### src/rtl/keypad_digit_scanner.sv
// Scans an active-low 4x3 membrane keypad one column at a time, debounces presses
// and releases, and emits one digit / start / stop strobe per accepted press.
module keypad_digit_scanner #(
    parameter int SCAN_DIV       = 50000,
    parameter int DEBOUNCE_SCANS = 4
) (
    input  logic       clk,
    input  logic       reset,
    input  logic [3:0] row_in,
    output logic [2:0] col_out,
    output logic [3:0] set_time_digit,
    output logic       digit_valid,
    output logic       start_key,
    output logic       stop_key
);

    // state       | meaning
    // ST_SCAN     | rotating columns, waiting for a single-row sample
    // ST_DEBOUNCE | column frozen, counting consecutive samples of the latched row
    // ST_HELD     | key accepted and strobed, waiting for the keypad to go idle
    // ST_RELEASE  | counting consecutive idle samples before scanning resumes
    typedef enum logic [1:0] {
        ST_SCAN,
        ST_DEBOUNCE,
        ST_HELD,
        ST_RELEASE
    } state_t;

    localparam int              DIV_W    = $clog2(SCAN_DIV);
    localparam logic [DIV_W-1:0] DIV_LAST = DIV_W'(SCAN_DIV - 1);
    localparam logic [3:0]      DB_LAST  = 4'(DEBOUNCE_SCANS);
    localparam logic [3:0]      KEY_STAR = 4'hA;
    localparam logic [3:0]      KEY_HASH = 4'hB;

    state_t           state;
    logic [3:0]       row_meta;
    logic [3:0]       row_sync;
    logic [DIV_W-1:0] div_cnt;
    logic             scan_tick;
    logic [3:0]       row_low;
    logic             samp_idle;
    logic             samp_valid;
    logic [1:0]       samp_row;
    logic [1:0]       lat_row;
    logic [1:0]       cur_col;
    logic [2:0]       col_rot;
    logic [3:0]       stable_cnt;
    logic [3:0]       cnt_inc;
    logic             same_row;
    logic [3:0]       emit_code;
    logic             fire;

    function automatic logic [3:0] key_code(input logic [1:0] r, input logic [1:0] c);
        logic [3:0] k;
        k = {2'b00, r} * 4'd3 + {2'b00, c} + 4'd1;
        if (r == 2'd3) begin
            case (c)
                2'd0:    k = KEY_STAR;
                2'd1:    k = 4'd0;
                default: k = KEY_HASH;
            endcase
        end
        return k;
    endfunction

    always_ff @(posedge clk or posedge reset) begin
        if (reset) begin
            row_meta <= '0;
            row_sync <= '0;
        end else begin
            row_meta <= row_in;
            row_sync <= row_meta;
        end
    end

    assign scan_tick = (div_cnt == DIV_LAST);

    always_ff @(posedge clk or posedge reset) begin
        if (reset) begin
            div_cnt <= '0;
        end else begin
            div_cnt <= scan_tick ? '0 : div_cnt + DIV_W'(1);
        end
    end

    assign row_low    = ~row_sync;
    assign samp_idle  = (row_low == 4'b0000);
    assign samp_valid = !samp_idle && ((row_low & (row_low - 4'd1)) == 4'b0000);

    always_comb begin
        case (row_low)
            4'b0010: samp_row = 2'd1;
            4'b0100: samp_row = 2'd2;
            4'b1000: samp_row = 2'd3;
            default: samp_row = 2'd0;
        endcase
    end

    always_comb begin
        case (col_out)
            3'b110:  cur_col = 2'd0;
            3'b101:  cur_col = 2'd1;
            default: cur_col = 2'd2;
        endcase
    end

    // Active-low one-hot rotate: 110 -> 101 -> 011 -> 110.
    assign col_rot   = {col_out[1:0], col_out[2]};
    assign cnt_inc   = (stable_cnt >= DB_LAST) ? DB_LAST : stable_cnt + 4'd1;
    assign same_row  = samp_valid && (samp_row == lat_row);
    // The column is frozen outside ST_SCAN, so the driven column is the latched one.
    assign emit_code = key_code((state == ST_SCAN) ? samp_row : lat_row, cur_col);

    always_comb begin
        fire = 1'b0;
        if (scan_tick) begin
            case (state)
                ST_SCAN:     fire = samp_valid && (DB_LAST == 4'd1);
                ST_DEBOUNCE: fire = same_row && (cnt_inc == DB_LAST);
                default:     fire = 1'b0;
            endcase
        end
    end

    always_ff @(posedge clk or posedge reset) begin
        if (reset) begin
            state          <= ST_SCAN;
            col_out        <= 3'b110;
            lat_row        <= '0;
            stable_cnt     <= '0;
            set_time_digit <= 4'hF;
            digit_valid    <= 1'b0;
            start_key      <= 1'b0;
            stop_key       <= 1'b0;
        end else begin
            digit_valid <= 1'b0;
            start_key   <= 1'b0;
            stop_key    <= 1'b0;

            if (scan_tick) begin
                case (state)
                    ST_SCAN: begin
                        if (samp_valid) begin
                            lat_row    <= samp_row;
                            stable_cnt <= 4'd1;
                            state      <= fire ? ST_HELD : ST_DEBOUNCE;
                        end else begin
                            col_out <= col_rot;
                        end
                    end
                    ST_DEBOUNCE: begin
                        if (samp_idle) begin
                            state   <= ST_SCAN;
                            col_out <= col_rot;
                        end else if (same_row) begin
                            stable_cnt <= cnt_inc;
                            if (fire) begin
                                state <= ST_HELD;
                            end
                        end else if (samp_valid) begin
                            lat_row    <= samp_row;
                            stable_cnt <= 4'd1;
                        end else begin
                            stable_cnt <= 4'd0;
                        end
                    end
                    ST_HELD: begin
                        if (samp_idle) begin
                            stable_cnt <= 4'd1;
                            if (DB_LAST == 4'd1) begin
                                state   <= ST_SCAN;
                                col_out <= col_rot;
                            end else begin
                                state <= ST_RELEASE;
                            end
                        end
                    end
                    default: begin
                        if (samp_idle) begin
                            stable_cnt <= cnt_inc;
                            if (cnt_inc == DB_LAST) begin
                                state   <= ST_SCAN;
                                col_out <= col_rot;
                            end
                        end else begin
                            state <= ST_HELD;
                        end
                    end
                endcase
            end

            if (fire) begin
                if (emit_code <= 4'd9) begin
                    set_time_digit <= emit_code;
                    digit_valid    <= 1'b1;
                end else if (emit_code == KEY_HASH) begin
                    start_key <= 1'b1;
                end else begin
                    stop_key <= 1'b1;
                end
            end
        end
    end

endmodule

### config.mk
export PLATFORM = sky130hd
export DESIGN_NAME = keypad_digit_scanner
export DESIGN_NICKNAME = d
export VERILOG_FILES = /design/src/rtl/keypad_digit_scanner.sv
export SDC_FILE = /design/constraint.sdc
export NUM_CORES = 1
export LEC_CHECK = 0
export BUFFER_PORTS_ARGS = -buffer_cell sky130_fd_sc_hd__buf_2
export CORE_UTILIZATION = 59
export CTS_CLUSTER_DIAMETER = 30
export CTS_CLUSTER_SIZE = 20
export DETAILED_ROUTE_END_ITERATION = 6
export MAX_ROUTING_LAYER = met4
export PLACE_DENSITY = 0.78
export REMOVE_ABC_BUFFERS = 1
export SLEW_MARGIN = 20
export SYNTH_ARGS = -nofsm -noshare
export SYNTH_HDL_FRONTEND = slang
export SYNTH_SLANG_ARGS = --single-unit
### constraint.sdc
create_clock -name clk -period 4.28 [get_ports clk]
set_input_delay 0.214 -clock clk [delete_from_list [all_inputs] [get_ports clk]]
set_output_delay 0.214 -clock clk [all_outputs]
set_load 0.03 [all_outputs]
==> key figures, run 1 <==
Clock network
  • CTS resizes: 0
  • # hold bufs at CTS: 0
  • Clock Path Buffers: 2
  • Worst skew pair latency: 0.29 ns
  • CTS Sinks: 42
  • Postcts setup bufs: 0
  • CTS tree: built
  • Reg clk slew, reported paths: 0.08 ns
  • H-tree Lvls: 2
  • Clock root buffer: clkbuf_8
  • Cts bufs inserted: 5

Cells and area
  • Nets: 249
  • Share of post-route cells with drive strength above 1: 16.10%
  • Final Util: 69.32%
  • Antenna Cells: 0
  • Area delta synth->final: 8.847%

STA
  • Clock skew: 0.01168 ns
  • Max frequency: 310.7 MHz
  • Setup_tns: 0 ns
  • Hold slack final: between 0.02 and 0.03 ns
  • RSZ-0062 raised after global routing: false
  • Max Slew Vio Count: 0
  • Fin crit share: 75.20%
  • Worst Tran Pin Value: 0.6708 ns
  • Final Hold Viols: 0
  • Relative slew slack: 54.87%
  • Final setup fails: 0
  • Final Critical Period: 3.219 ns

Critical path
  • Worst-path maximum fanout: 10
  • Critical Path AT: about 3.4 ns
  • Startpoint Class: register
  • Required time of the critical path: 4.48 ns
  • Setup CP Type: register to register
  • Setup slack, reg-to-reg: 1.06 ns
  • FF-to-FF path depth: 12
  • Critical Path End Type: register
  • Capture point of the worst reg-to-reg path: set_time_digit[1]
  • Critical Path End: set_time_digit[1]

Floorplanning
  • Die area: 3963 µm²
  • Starting Density: 63.69%
  • Row count: 21
  • Die Height: between 60 and 70 µm
  • Chip width: 62.96 µm
  • Io pins: 16
  • Core ar.: ~3400 µm²

Routing
  • Final ANT Viol Nets: 0
  • Routed len/inst: 14.53 µm
  • DRC errors left: 0
  • DRT iter0 DRCs: about 190
  • Drt pass-1 iters: 4
  • Via count: 1640
  • Final WL: between 4000 and 5000 µm
  • Via density: 5.816

Outcome
  • Outcome: completed

Global route
  • Total grt overflow: 0
  • First-pass GRT wire length: 7148 µm
  • Vias in the first global route: between 1500 and 2000
  • Largest net degree at the start of global routing: 43
  • Initial antenna violation count: 0
  • Total Routing Usage GR: 23.96%

Placed design
  • Port Buffers: 15
  • Final HPWL DP: 2990 µm
  • Final RePlAce weighted congestion: 0.8675

Yosys
  • Register area share after synthesis: 48.29%
  • Post-synth top cells: 36 x dfrtp_1, 26 x nor2_1, 14 x a21oi_1, 14 x xor2_1, 13 x nand2_1
  • Synth async-reset ratio: 100.0%
  • Synth area leaders: dfrtp_1 41%, dfstp_2 7.2%, xor2_1 5.6%, nor2_1 4.5%, ha_1 3.4%
  • Synth Instances: 219
  • Synth Flop Type: dfrtp_1
  • Mapped Area: 2192 µm²
  • Most numerous cell in the Yosys netlist: dfrtp_1
  • Yosys cell types: 48
  • EDFF count, synth: 0
  • Synth warnings: 0
  • Synth area leader: dfrtp_1
  • Syn avg cell area: 10.01 µm²
  • Yosys reg bits: 42
  • Share of the synthesized area in the top cell type: 41.10%

Worst hold path
  • Min-delay worst type: primary input to asynchronous set/reset pin

Pwr
  • Sw Share: roughly 23%
  • Post-route total power: 0.0006929 W
  • Share of total power in sequential cells: 58.6%
  • Comb power frac: around 6.5%
  • Fraction of power consumed by the clock network: 34.9%
  • PD cells: 290.4 nW/µm²
  • Max IR drop VDD: 0.1762 mV
  • Leakage: 1.159 nW
  • Net switching power: 0.0001601 W
  • Cell-internal power: 0.0005328 W

Run
  • Max-cap violations: 0
[state kept, by name (all words and copies together), names as in the netlist, named ones only]
name	flops
div_cnt	16
row_meta	4
row_sync	4
set_time_digit	4
stable_cnt	4
col_out	3
lat_row	2
digit_valid	1
start_key	1
state	1
stop_key	1
[layout make-up]
type | instances | area (µm²)
inverter | 12 | 45.04
sequential | 42 | 1059
tap | 46 | 57.56
timing repair buffer | 17 | 90.09
fill | 261 | 1056
multi-input combinational | 157 | 1055
clock buffer | 8 | 80.08
[layout by cell type, fill, tap and decap left out, types with 4 or more instances in the layout]
cell type | synthesis | routed
a21oi_1 | 14 | 14
and3_1 | 7 | 7
buf_2 | 3 | 15
clkbuf_8 | 0 | 5
dfrtp_1 | 36 | 36
dfstp_2 | 6 | 6
ha_1 | 6 | 6
inv_1 | 12 | 12
mux2_2 | 4 | 4
nand2_1 | 13 | 13
nand3_1 | 11 | 11
nand4_1 | 4 | 4
nor2_1 | 26 | 26
nor3_1 | 4 | 4
o21ai_0 | 8 | 8
xnor2_1 | 4 | 4
xor2_1 | 14 | 14
[per-layer routing]
layer / vias to the layer above / GRT usage (%) / share of wire [%]
li1: 794 / - / -
met1: 808 / 27.85 / 42
met2: 33 / 41.26 / 53
met3: 5 / 4.015 / 3.1
met4: 0 / 9.012 / 1.5
met5: - / - / 0
[worst max-delay path, stage by stage (launching register included)]
cell and delay [ns]:
dfrtp_1 0.48, nor2_1 0.29, mux2_2 0.40, inv_1 0.08, fa_1 0.41, inv_1 0.11, ha_1 0.24, a21o_1 0.16
a21oi_1 0.16, o21bai_1 0.12, a21oi_1 0.13, or2_1 0.29, o31ai_1 0.25
[worst min path at each step]
stage	slack, ns	startpoint	to	depth (start not counted)
5_1_grt	0.01	row_in[3]	row_meta[3]	1
3_5_place_dp	0.32	row_in[3]	row_meta[3]	1
2_1_floorplan	0.25	row_in[0]	row_meta[0]	0
3_3_place_gp	0.32	row_in[0]	row_meta[0]	1
4_1_cts	0.02	row_in[3]	row_meta[3]	1
6_report	0.03	reset	div_cnt[12]	3
[kinds of logic after synthesis]
group	share of synthesized area, %
AND/OR/NAND/NOR	20.83
flip-flops	48.29
AO/OA/AOI/OAI	10.39
buffers and inverters	3.596
XOR/XNOR	7.192
adder cells (fa/ha/maj)	5.708
multiplexers	3.995
[through the flow]
step,cell area [µm²],worst slack (ns),instances
5_1_grt,2386,0.8323,282
3_5_place_dp,2306,1.120,274
3_3_place_gp,2306,1.250,274
4_1_cts,2386,1.086,282
6_report,2386,1.061,282
2_1_floorplan,2158,1.348,211
[power by group through the flow]
stage,sequential [W],clock (W),combinational (W)
6_report,0.000406,0.000242,0.0000450
5_1_grt,0.000407,0.000261,0.0000510
4_1_cts,0.000406,0.000248,0.0000451
3_5_place_dp,0.000413,0,0.0000450
3_3_place_gp,0.000413,0,0.0000413
2_1_floorplan,0.000412,0,0.0000326
(Power assumes the default switching activity.)
==> run 2, diff against run 1 <==
CORE_UTILIZATION = 53   (was 59)
PLACE_DENSITY = 0.74   (was 0.78)
clock period = 2.8 ns   (was 4.28 ns; I/O delays follow)
==> run 2 against run 1 <==
The flow now finishes with violations (setup timing). Combinational power up 130%. Clock power up 60%. Register-to-register slack worse by 1.1 ns. Utilization down 3.9 points. Wire length down 3.4%. Clock skew down 0.0046 ns. Largest cell class is now multi-input gates.
==> key figures, run 2 (synthesized netlist as in run 1, its figures left out) <==
Clock network
  • Clock root buffer: clkbuf_8
  • Worst skew pair latency: 0.30 ns (about the same)
  • Clock Path Buffers: 2 (unchanged)
  • CTS tree: built
  • H-tree Lvls: 2 (unchanged)
  • Cts bufs inserted: 5 (unchanged)
  • CTS Sinks: 42 (unchanged)
  • Reg clk slew, reported paths: 0.08 ns (about the same)

Critical path
  • Startpoint Class: register
  • Setup slack, reg-to-reg: -0.03 ns (-1.09 ns)
  • Crit. path cell count: 13 (+1)
  • Required time of the critical path: 3.01 ns (-1.47 ns)
  • Critical Path End Type: register
  • CP startpoint: row_sync[3]
  • Critical Path AT: 3.04 ns (-0.38 ns)
  • Worst flop-to-flop path startpoint: row_sync[3]
  • Crit path max-delay family: adder cells
  • Max stage delay on crit path: 0.55 ns (+0.07 ns)
  • CP cell instances: xor2_1 -> and3_1 -> mux2_4 -> inv_2 -> fa_1 -> inv_2 -> fa_2 -> xnor2_1 -> nor2_1 -> o21bai_1 -> a21oi_1 -> or2_1 -> o31ai_1
  • CP max stage cell: fa_1
  • Worst-path maximum fanout: 3 (-7)
  • Capture point of the worst reg-to-reg path: set_time_digit[1]
  • Critical Path End: set_time_digit[1]
  • Worst path most repeated cell: inv_2
  • Setup CP Type: register to register
  • CP bufs+invs: 2 (unchanged)
  • FF-to-FF path depth: 13 (+1)

Routing
  • Via count: 1682 (+2.6%)
  • DRC errors left: 0 (unchanged)
  • Final ANT Viol Nets: 0 (unchanged)
  • Final WL: 3957 µm (-3.4%)
  • DRT iter0 DRCs: 74 (-62%)
  • Met3 WL post-DR: 127 µm (+1.6%)
  • Routed len/inst: 12.85 µm (-12%)
  • Top sig layer: met4
  • Via density: 5.461 (-6.1%)
  • DRT met1 WL: 1876 µm (+8.6%)
  • DR WL met2: 1879 µm (-14%)
  • Drt pass-1 iters: 4 (unchanged)

Pwr
  • Fraction of power consumed by the clock network: 35.1% (+0.2 points)
  • Cell-internal power: 0.0008365 W (+57%)
  • Comb power frac: 9.3% (+2.8 points)
  • PD cells: 425.9 nW/µm² (+47%)
  • Share of total power in sequential cells: 55.6% (-3.0 points)
  • Net switching power: 0.0002698 W (+69%)
  • Leakage: 1.267 nW (+9.3%)
  • Max IR drop VDD: 0.4440 mV (+150%)
  • Sw Share: 24.39% (+1.3 points)

Cells and area
  • Commonest non-fill, non-tap cell in the layout: dfrtp_1
  • Share of post-route cells with drive strength above 1: 25.19% (+9.1 points)
  • Fillers: 321 (+23%)
  • Antenna Cells: 0 (unchanged)
  • Area occupied by multi-input gates: 1074 µm² (+1.8%)
  • Layout Cells excl Fill: 308 (+9.2%)
  • Register Area: 1059 µm² (unchanged)
  • Largest register FFs: 16 (unchanged)
  • Nets: 271 (+8.8%)
  • Largest Register: div_cnt
  • Most frequent cells in the layout: 36 x dfrtp_1, 24 x nor2_1, 19 x buf_4
  • Area delta synth->final: 18.49%

Global route
  • Initial antenna violation count: 0 (unchanged)
  • Total grt overflow: 0 (unchanged)
  • Largest net degree at the start of global routing: 43 (unchanged)
  • First-pass GRT wire length: 6582 µm (-7.9%)
  • Total Routing Usage GR: 20.64% (-3.3 points)
  • Vias in the first global route: 1507 (-4.7%)

STA
  • Max frequency: 353.1 MHz (+14%)
  • Hold slack final: 0.3543 ns (+0.3273 ns)
  • Setup WS post-layout: -0.03217 ns (-1.094 ns)
  • Max Slew Vio Count: 0 (unchanged)
  • Clock skew: 0.007101 ns (-0.004584 ns)
  • RSZ-0062 raised after global routing: true
  • Setup_tns: -0.03741 ns (-0.03741 ns)
  • Fin crit share: 101.1% (+26 points)
  • Worst Tran Pin Value: 0.6371 ns (-0.03370 ns)
  • Final setup fails: 2 (+2)
  • Final Hold Viols: 0 (unchanged)
  • Relative slew slack: 57.14% (+2.3 points)
  • Final Critical Period: 2.832 ns (-0.3864 ns)

Floorplanning
  • Chip width: 66.31 µm (+5.3%)
  • Die area: 4397 µm² (+11%)
  • Io pins: 16 (unchanged)
  • Die Height: 66.31 µm (+5.3%)
  • Core ar.: 3971 µm² (+15%)
  • Starting Density: 55.20% (-8.5 points)
  • Row count: 23 (+9.5%)

Worst hold path
  • Min-delay worst type: register to register

Placed design
  • Final RePlAce weighted congestion: 0.8284 (-4.5%)
  • Placed Instances: 293 (+6.9%)
  • Port Buffers: 15 (unchanged)
  • Final HPWL DP: 2822 µm (-5.6%)

Outcome
  • Failing checks: setup timing
  • Outcome: complete, but fails checks

Run
  • Max-cap violations: 0 (unchanged)
run 2: power groups by stage:
stage	clock, W	sequential [W]	combinational, W
floorplan	0	0.000630	0.0000499
global placement	0	0.000627	0.0000836
detailed placement	0	0.000627	0.0000852
CTS	0.000404	0.000615	0.0000973
global route	0.000427	0.000616	0.000114
finish	0.000388	0.000615	0.000103
run 2: worst min path at each step:
stage	startpoint	to	slack, ns	cells after the start
2_1_floorplan	row_in[0]	row_meta[0]	0.17	0
3_3_place_gp	row_in[3]	row_meta[3]	0.25	1
3_5_place_dp	row_in[0]	row_meta[0]	0.25	1
4_1_cts	row_meta[0]	row_sync[0]	0.36	0
5_1_grt	row_meta[0]	row_sync[0]	0.36	0
6_report	row_meta[2]	row_sync[2]	0.35	0
run 2: final cells by class:
type	count	share of cell area [%]
multi-input cells	157	41.33
flip-flops and latches	42	40.75
repair buffers	39	10.31
clock buffers	5	2.649
well taps	50	2.408
inverters	12	1.734
clock inverters	3	0.8189
run 2: through the flow:
stage / util, % / total power, W / cell area [µm²] / worst slack, ns
2_1_floorplan: - / 0.0006795 / 2158 / -0.1321
3_3_place_gp: 61.03 / 0.0007104 / 2424 / -0.07681
3_5_place_dp: 61.03 / 0.0007123 / 2424 / -0.1590
4_1_cts: 65.15 / 0.001117 / 2587 / -0.02463
5_1_grt: 65.41 / 0.001156 / 2597 / -0.1531
6_report: 65.41 / 0.001106 / 2597 / -0.03217
run 2: repair_timing:
| item | 4_1_cts | 5_1_grt |
|---|---|---|
| hold endpoints to repair | 40 | 0 |
| setup buffers | 1 | 1 |
| hold buffers | 5 | 0 |
| endpoints found under the setup margin | 4 | 6 |
| gates resized for setup | 7 | 1 |
| pin swaps | 7 | 1 |
run 2: layer usage:
layer | up-vias | global-route usage (%)
li1 | 841 | -
met1 | 800 | 26.00
met2 | 32 | 32.02
met5 | - | -
met3 | 9 | 5.000
met4 | 0 | 8.245
